`src/rtl/wb_port_arbiter_pkg.sv`:
```
// Shared definitions for the register-file write-port arbiter.
package wb_port_arbiter_pkg;
  localparam int XLEN = 32;
  localparam logic [4:0] REG_ZERO = 5'd0;

  // PIPE_PRI: pipeline owns the port; MDU_FORCE: one-cycle forced buffer grant.
  typedef enum logic {
    PIPE_PRI  = 1'b0,
    MDU_FORCE = 1'b1
  } arb_state_e;
endpackage

```
`src/rtl/wb_result_buffer.sv`:
```
// One-entry holding register for MDU results waiting for the write port.
module wb_result_buffer
  import wb_port_arbiter_pkg::*;
(
  input  logic            i_clk,
  input  logic            i_reset,
  input  logic            in_valid,
  input  logic [4:0]      in_rd,
  input  logic [XLEN-1:0] in_data,
  input  logic            drain,
  input  logic            supersede,
  output logic            ready,
  output logic            buf_valid,
  output logic [4:0]      buf_rd,
  output logic [XLEN-1:0] buf_data
);
  // The slot is free when empty or when its contents leave at this edge.
  assign ready = !buf_valid || drain || supersede;

  // Load on acceptance (rd=0 results are dropped), otherwise empty on drain/supersede.
  always_ff @(posedge i_clk) begin
    if (i_reset) begin
      buf_valid <= 1'b0;
      buf_rd    <= REG_ZERO;
      buf_data  <= '0;
    end else if (in_valid && ready) begin
      buf_valid <= (in_rd != REG_ZERO);
      buf_rd    <= in_rd;
      buf_data  <= in_data;
    end else if (drain || supersede) begin
      buf_valid <= 1'b0;
    end
  end
endmodule

```
`src/rtl/wb_port_arbiter.sv`:
```
// Arbitrates the single register-file write port between MEM/WB and the MDU.
module wb_port_arbiter
  import wb_port_arbiter_pkg::*;
#(
  parameter int STARVE_LIMIT = 4,
  parameter int CNT_W        = 16
) (
  input  logic             i_clk,
  input  logic             i_reset,
  input  logic             i_pipe_reg_write,
  input  logic             i_pipe_mem_to_reg,
  input  logic [4:0]       i_pipe_rd,
  input  logic [XLEN-1:0]  i_pipe_read_data,
  input  logic [XLEN-1:0]  i_pipe_alu_result,
  input  logic             i_mdu_valid,
  input  logic [4:0]       i_mdu_rd,
  input  logic [XLEN-1:0]  i_mdu_data,
  output logic             o_mdu_ready,
  output logic             o_rf_we,
  output logic [4:0]       o_rf_rd,
  output logic [XLEN-1:0]  o_rf_wdata,
  output logic             o_stall_pipe,
  output logic [CNT_W-1:0] o_conflict_count
);
  localparam logic [3:0] LIMIT = 4'(STARVE_LIMIT);

  arb_state_e      state;
  logic [3:0]      wait_cnt;
  logic [CNT_W-1:0] conflict_cnt;

  logic            pipe_req;
  logic [XLEN-1:0] pipe_wdata;
  logic            grant_pipe, grant_buf, supersede, stall;
  logic            buf_ready, buf_valid;
  logic [4:0]      buf_rd;
  logic [XLEN-1:0] buf_data;

  assign pipe_req   = i_pipe_reg_write && (i_pipe_rd != REG_ZERO);
  assign pipe_wdata = i_pipe_mem_to_reg ? i_pipe_read_data : i_pipe_alu_result;

  wb_result_buffer u_buf (
    .i_clk     (i_clk),
    .i_reset   (i_reset),
    .in_valid  (i_mdu_valid),
    .in_rd     (i_mdu_rd),
    .in_data   (i_mdu_data),
    .drain     (grant_buf),
    .supersede (supersede),
    .ready     (buf_ready),
    .buf_valid (buf_valid),
    .buf_rd    (buf_rd),
    .buf_data  (buf_data)
  );

  // Same-cycle grant: pipeline first unless the buffer is being forced through.
  always_comb begin
    grant_pipe = 1'b0;
    grant_buf  = 1'b0;
    supersede  = 1'b0;
    stall      = 1'b0;
    if (!i_reset) begin
      if (state == MDU_FORCE) begin
        grant_buf = buf_valid;
        stall     = pipe_req && buf_valid;
      end else begin
        grant_pipe = pipe_req;
        grant_buf  = !pipe_req && buf_valid;
        supersede  = pipe_req && buf_valid && (buf_rd == i_pipe_rd);
      end
    end
  end

  // Drive the write port from whichever source won; everything is quiet in reset.
  always_comb begin
    o_rf_we    = 1'b0;
    o_rf_rd    = REG_ZERO;
    o_rf_wdata = '0;
    if (grant_buf) begin
      o_rf_we    = 1'b1;
      o_rf_rd    = buf_rd;
      o_rf_wdata = buf_data;
    end else if (grant_pipe) begin
      o_rf_we    = 1'b1;
      o_rf_rd    = i_pipe_rd;
      o_rf_wdata = pipe_wdata;
    end
  end

  assign o_mdu_ready      = !i_reset && buf_ready;
  assign o_stall_pipe     = stall;
  assign o_conflict_count = i_reset ? '0 : conflict_cnt;

  // Starvation FSM: count denied edges of a held result, then force one grant.
  always_ff @(posedge i_clk) begin
    if (i_reset) begin
      state    <= PIPE_PRI;
      wait_cnt <= '0;
    end else begin
      case (state)
        PIPE_PRI: begin
          if (buf_valid && !grant_buf && !supersede) begin
            wait_cnt <= wait_cnt + 4'd1;
            if (wait_cnt + 4'd1 == LIMIT) state <= MDU_FORCE;
          end else begin
            wait_cnt <= '0;
          end
        end
        default: begin
          state    <= PIPE_PRI;
          wait_cnt <= '0;
        end
      endcase
    end
  end

  // Saturating count of pipeline stall cycles.
  always_ff @(posedge i_clk) begin
    if (i_reset) conflict_cnt <= '0;
    else if (stall && conflict_cnt != '1) conflict_cnt <= conflict_cnt + 1'b1;
  end
endmodule

```
`config.mk`:
```
export PLATFORM = sky130hd
export DESIGN_NAME = wb_port_arbiter
export DESIGN_NICKNAME = d
export VERILOG_FILES = /design/src/rtl/wb_port_arbiter_pkg.sv /design/src/rtl/wb_result_buffer.sv /design/src/rtl/wb_port_arbiter.sv
export SDC_FILE = /design/constraint.sdc
export NUM_CORES = 1
export LEC_CHECK = 0
export BUFFER_PORTS_ARGS = -buffer_cell sky130_fd_sc_hd__buf_2
export CAP_MARGIN = 10
export CORE_AREA = 3 3 99 101
export CTS_BUF_LIST = sky130_fd_sc_hd__clkbuf_4
export DETAILED_ROUTE_END_ITERATION = 7
export DIE_AREA = 0 0 102 104
export GPL_TIMING_DRIVEN = 0
export PLACE_DENSITY = 0.78
export REMOVE_ABC_BUFFERS = 1
export SLEW_MARGIN = 30
export SYNTH_ARGS = -nofsm -noshare
export SYNTH_HDL_FRONTEND = slang
export SYNTH_SLANG_ARGS = --single-unit
```
`constraint.sdc`:
```
create_clock -name i_clk -period 2.4 [get_ports i_clk]
set_input_delay 0.24 -clock i_clk [delete_from_list [all_inputs] [get_ports i_clk]]
set_output_delay 0.24 -clock i_clk [all_outputs]
set_load 0.005 [all_outputs]
```
# --- After elaboration in Yosys (flattened, before gate mapping) ---
# Index checks and enable logic that the tools add are counted.
# Widths: inputs -> output; s select.
word_totals:
  ff_bits: 59
  output_inout_bits: 56
  wordCells: 52
op_classes:
  n_addsub: 2
  n_eq_ne: 3
  muxes: 19
  bitwise: 1
  reduce_logical: 21
ops:
  columns: ["operator", "n"]
  rows:
  - ["$mux 32", 3]
  - ["$add 16x1->16 const B", 1]
  - ["$mux 16", 1]
  - ["$ne 16x16->1 const B", 1]
  - ["$mux 1", 13]
  - ["$mux 5", 2]
  - ["$reduce_bool 5->1", 2]
  - ["$logic_and 1x1->1", 9]
  - ["$eq 5x5->1", 1]
  - ["$logic_not 1->1", 5]
  - ["$add 4x1->4 const B", 1]
  - ["$eq 4x3->1 const B", 1]
  - ["$logic_or 1x1->1", 3]
  - ["$reduce_or 3->1", 1]
  - ["$reduce_bool 2->1", 1]
  - ["$not 1->1", 1]

# --- Longest topological paths before layout ---
logic_depth:
  word_depth: 11
  mapped_depth: 7
  ltp_nobuf: 6

# --- Cells and area by module ---
# From an unflattened synthesis, not the netlist that was laid out.
unflattened:
  hier_cells: 398
  hier_area_um2: 3701.0
by_module_without_submodules:
  columns: ["mod", "n_inst", "cells_each", "area_each_um2", "seq_area_each_um2"]
  rows:
  - ["wb_port_arbiter", 1, 223, 1943.1, 420.4]
  - ["wb_result_buffer", 1, 175, 1757.9, 760.7]

# --- Least setup slack after synthesis ---
# Ideal clock, no wire load.
synth_path:
  path_type: "in2out"
  start: "input port i_pipe_rd[1]"
  end: "output port o_rf_wdata[10]"
  arrival_time_ns: 1.553
  slack_ns: 0.607
  path_stages: 6
  cell_sequence: "or4_4 o21ai_2 nor2_2 nor2_4 buf_2 o2bb2ai_1"
synth_via:
  elab_chain_cells: 7
  word_cells_on_any_way: 10
synth_lines:
  columns: ["element", "line", "source"]
  rows:
  - ["start: declaration", "wb_port_arbiter.sv:12", "input logic [4:0] i_pipe_rd,"]
  - ["$reduce_bool 5->1 *", "wb_port_arbiter.sv:38", "assign pipe_req = i_pipe_reg_write && (i_pipe_rd != REG_ZERO);"]
  - ["$logic_and 1x1->1 *", "wb_port_arbiter.sv:38", null]
  - ["$logic_not 1->1", "wb_port_arbiter.sv:67", "grant_buf = !pipe_req && buf_valid;"]
  - ["$logic_and 1x1->1", "wb_port_arbiter.sv:67", null]
  - ["$mux 1", "wb_port_arbiter.sv:62", "if (state == MDU_FORCE) begin"]
  - ["$mux 1", "wb_port_arbiter.sv:61", "if (!i_reset) begin"]
  - ["$mux 32 *", "wb_port_arbiter.sv:78", "if (grant_buf) begin"]
  - ["end: declaration", "wb_port_arbiter.sv:21", "output logic [XLEN-1:0] o_rf_wdata,"]
# Mark *: on every way between the ends. The rest lies on a longest branch, timed or not.

# --- Worst setup path in the final report ---
layout_path:
  start: "input port i_pipe_rd[1]"
  end: "output port o_rf_wdata[13]"
# The elaborated chain is that of the path after synthesis.

==> flow_summary.rst <==
.. list-table::
   :header-rows: 1

   * - Metric
     - Value
   * - Result of the run
     - finished clean
   * - Synth-to-layout area growth
     - 27.1%
   * - Setup violations, final
     - 0
   * - Cell area after synthesis
     - roughly 3600 µm²
   * - Half-perimeter wire length after placement
     - 6750 µm
   * - Clk sink count
     - 59
   * - Maximum fanout along the worst path
     - 18
   * - Initial DRC Count
     - 88
   * - Area of all sequential standard cells
     - between 1000 and 1500 µm²
   * - Die outline area
     - 10,600 µm²
   * - DP Worst Slack
     - -0.109 ns
   * - Synth Area in Compound Gates
     - between 10% and 20%
   * - Area share of the largest cell type after synthesis
     - around 33%
   * - Maximum root-to-sink buffer count
     - 2
   * - Post-route antenna net violation count
     - 0
   * - Mux share of post-synthesis cell area
     - between 20% and 30%
   * - Filler Cell Count
     - between 800 and 900
   * - Placed Instance Area
     - approximately 4400 µm²
   * - Area of the multi-input gates
     - between 2000 and 2500 µm²
   * - Total length of routed wires
     - roughly 9400 µm
   * - Global-route wire length before repair
     - roughly 15,000 µm
   * - Share of layout cells above drive strength 1
     - a little over a third
   * - CTS tree
     - yes
   * - Cells along the critical path
     - buf_2 > or4_4 > o21ai_2 > nor2_2 > nor2_4 > o2bb2ai_1 > buf_2
   * - Arrival time reported for the critical path endpoint
     - 1.96 ns
   * - TritonCTS Buffers
     - 9
   * - Type of destination of the critical path
     - output pin
   * - Pins Over Slew Limit
     - 0
   * - Timing-limited maximum frequency
     - ~450 MHz
   * - Final weighted congestion in routability-driven placement
     - between 0.7 and 0.8
   * - Setup slack after layout
     - between 0.2 and 0.25 ns
   * - Number of antenna violations at the first check in global routing
     - 0
   * - Part of the Yosys area used for sequential elements
     - around a third
   * - Detailed-route DRC error count
     - 0
   * - Drt pass-1 iters
     - 4
   * - Most used flip-flop cell after synthesis
     - dfxtp_1
   * - CP Class
     - in2out
   * - Power density cells
     - between 400 and 500 nW/µm²
   * - Most area-consuming cells after synthesis
     - dfxtp_1 (33%), mux2i_1 (19%), nand2b_1 (13%)
   * - Post-synth top area cell
     - dfxtp_1
   * - Port Buffers
     - 166
   * - Actual slew at the worst max-slew pin
     - between 0.9 and 1 ns
   * - Core area
     - a little over 9000 µm²
   * - Family of cells with the greatest summed delay on the critical path
     - simple AND/OR/NAND/NOR gates
   * - Dominant combinational cell family by area after synthesis
     - simple AND/OR/NAND/NOR gates
   * - Vias in the first global route
     - approximately 3,300
   * - Layout net count
     - roughly 660
   * - Post-synthesis share of cell area spent on full adders, half adders and majority gates
     - less than 1%
   * - Final Hold Violating Endpoints
     - 0
   * - Wire length per cell after detailed routing
     - 14.2 µm
   * - Pin count of the biggest net entering global routing
     - about 110
   * - Clock Skews
     - roughly 0.012 ns
   * - Path type of the worst min-delay path
     - in2reg
   * - Number of enable flip-flop cells after synthesis
     - 0
   * - Proportion of synthesized flip-flops having asynchronous set or reset
     - 0%
   * - Final Critical Period
     - ~2.2 ns
   * - Count of hold buffers inserted by post-cts repair
     - 0
   * - RSZ-0062 raised after global routing
     - false
   * - Root buffer cell
     - clkbuf_4
   * - Simple-gate portion of the synthesized area
     - approximately a quarter
   * - Count of unique library cells instantiated by Yosys
     - 47
   * - Initial core utilization
     - around two fifths
   * - Number of maximum-capacitance constraint violations
     - 0
   * - CP required
     - about 2.2 ns
   * - Count of warnings emitted by yosys
     - 0
   * - Die width
     - a little over 100 µm
   * - Top-level port count
     - 167
   * - Worst slew slack as a fraction of its limit
     - 37.7%
   * - Worst skew pair latency
     - slightly below 0.4 ns
   * - Most used cell along the critical path
     - buf_2
   * - DR vias/cell
     - 5.11
   * - Vertical extent of the die
     - between 100 and 150 µm
   * - Worst Setup Start Kind
     - input port
   * - Mean cell area of the mapped netlist
     - slightly above 9 µm²
   * - Final Instance Area
     - between 4000 and 5000 µm²
   * - Final period util
     - between 90% and 100%
   * - Placement row count
     - 35
   * - Via count
     - 3,365
   * - Library cell with the highest instance count after synthesis
     - nand2b_1
   * - Number of instances in the synthesized netlist
     - 390
   * - Number of inserted diodes
     - 0
   * - Count of state elements after synthesis
     - 59
   * - Count of buffering cells on the critical path with inverters included
     - 2
   * - Clock transition at the registers of the reported paths
     - 0.10 ns
   * - Top cells by count, synth
     - nand2b_1 (76), mux2i_1 (70), dfxtp_1 (59)
   * - Tot GR Track Use
     - around 17%
   * - Leakage power
     - 2.13 nW
   * - Critical-path cell with the highest stage delay
     - or4_4
   * - Worst vdd rail ir drop
     - 0.267 mV
   * - XOR/XNOR Fraction of Synth Area
     - around 2.2%
   * - Total overflow reported by the global router
     - 0
   * - Maximum single-stage delay on the critical path
     - 0.56 ns
   * - Final setup TNS
     - 0 ns
   * - Total number of H-tree levels
     - 3
## tightest hold or removal path: cells and delay by family
family	cells	cell delay, ns
muxes	1	0.06
buffers and inverters	1	0.09
and+or+nand+nor	1	0.05
## cells by family after synthesis
kind of cell	count (synthesis)
AND/OR/NAND/NOR	150
multiplexers	75
AO/OA/AOI/OAI	59
flip-flops	59
buffers and inverters	36
XOR/XNOR	9
adder cells (fa/ha/maj)	2
## cell type report
| cell class | instances | share of cell area [%] |
|---|---|---|
| Clock inverter | 4 | 0.410 |
| Clock buffer | 11 | 1.80 |
| Sequential cell | 59 | 25.8 |
| Multi-Input combinational cell | 296 | 48.9 |
| Tap cell | 111 | 3.03 |
| Timing Repair Buffer | 170 | 19.5 |
| Inverter | 7 | 0.574 |
## where the power goes
group          total, W  switching [W]  internal (W)
Combinational  0.000398       0.000185      0.000213
Sequential      0.00105      0.0000294       0.00102
Clock          0.000571       0.000349      0.000223
Total           0.00202       0.000563       0.00146
## final timing paths
kind	start	end	slack [ns]	cells past startpoint
hold reg to reg	wait_cnt[3]	state	0.47	1
hold / removal	i_mdu_data[10]	u_buf.buf_data[10]	0.09	3
setup / recovery	i_pipe_rd[1]	o_rf_wdata[13]	0.20	7
setup reg to reg	u_buf.buf_rd[1]	u_buf.buf_data[24]	0.35	6
## timing repair
item / in CTS / in global routing
pin swaps: 1 / 1
gates resized for setup: 1 / 0
setup endpoints to repair: 37 / 1
cloned: 1 / 0
setup buffers: 0 / 2
## per-layer routing
layer	vias up	GRT usage (%)	share of wire (%)
li1	1697	-	-
met1	1543	18.8	41
met2	110	30.5	50
met3	15	4.36	7.0
met4	0	6.09	1.7
met5	-	0	0
## placed cells by master (no fill, tap or decap), types with 3 or more instances in the layout
cell       count
buf_2        165
nand2b_1      76
mux2i_1       70
dfxtp_1       59
o2bb2ai_1     32
nor2_1        18
nor2b_1       12
clkbuf_4      11
nand2_1       10
nor3_1         9
nand3_1        8
inv_1          6
a22o_1         5
xor2_1         5
xnor2_1        4
mux2_1         4
o21ai_0        4
a31oi_1        3
a21oi_1        3
clkinv_2       3
## state kept, by name, summed over array words and instances, names as in the netlist
| register | flops |
|---|---|
| u_buf.buf_data | 32 |
| conflict_cnt | 16 |
| u_buf.buf_rd | 5 |
| wait_cnt | 4 |
| state | 1 |
| u_buf.buf_valid | 1 |
## per-stage QoR
stage                     total power (W)  hold WS, ns  utilization, %  cells
final                             0.00202       0.0943            50.3    658
after floorplan                   0.00127        0.309               -    361
after CTS                         0.00206       0.0638            50.0    656
after global routing              0.00214       0.0704            50.3    658
after global placement            0.00146        0.429            48.3    638
after detailed placement          0.00147        0.438            48.7    640
No activity file was read; power rests on OpenSTA's default activity.
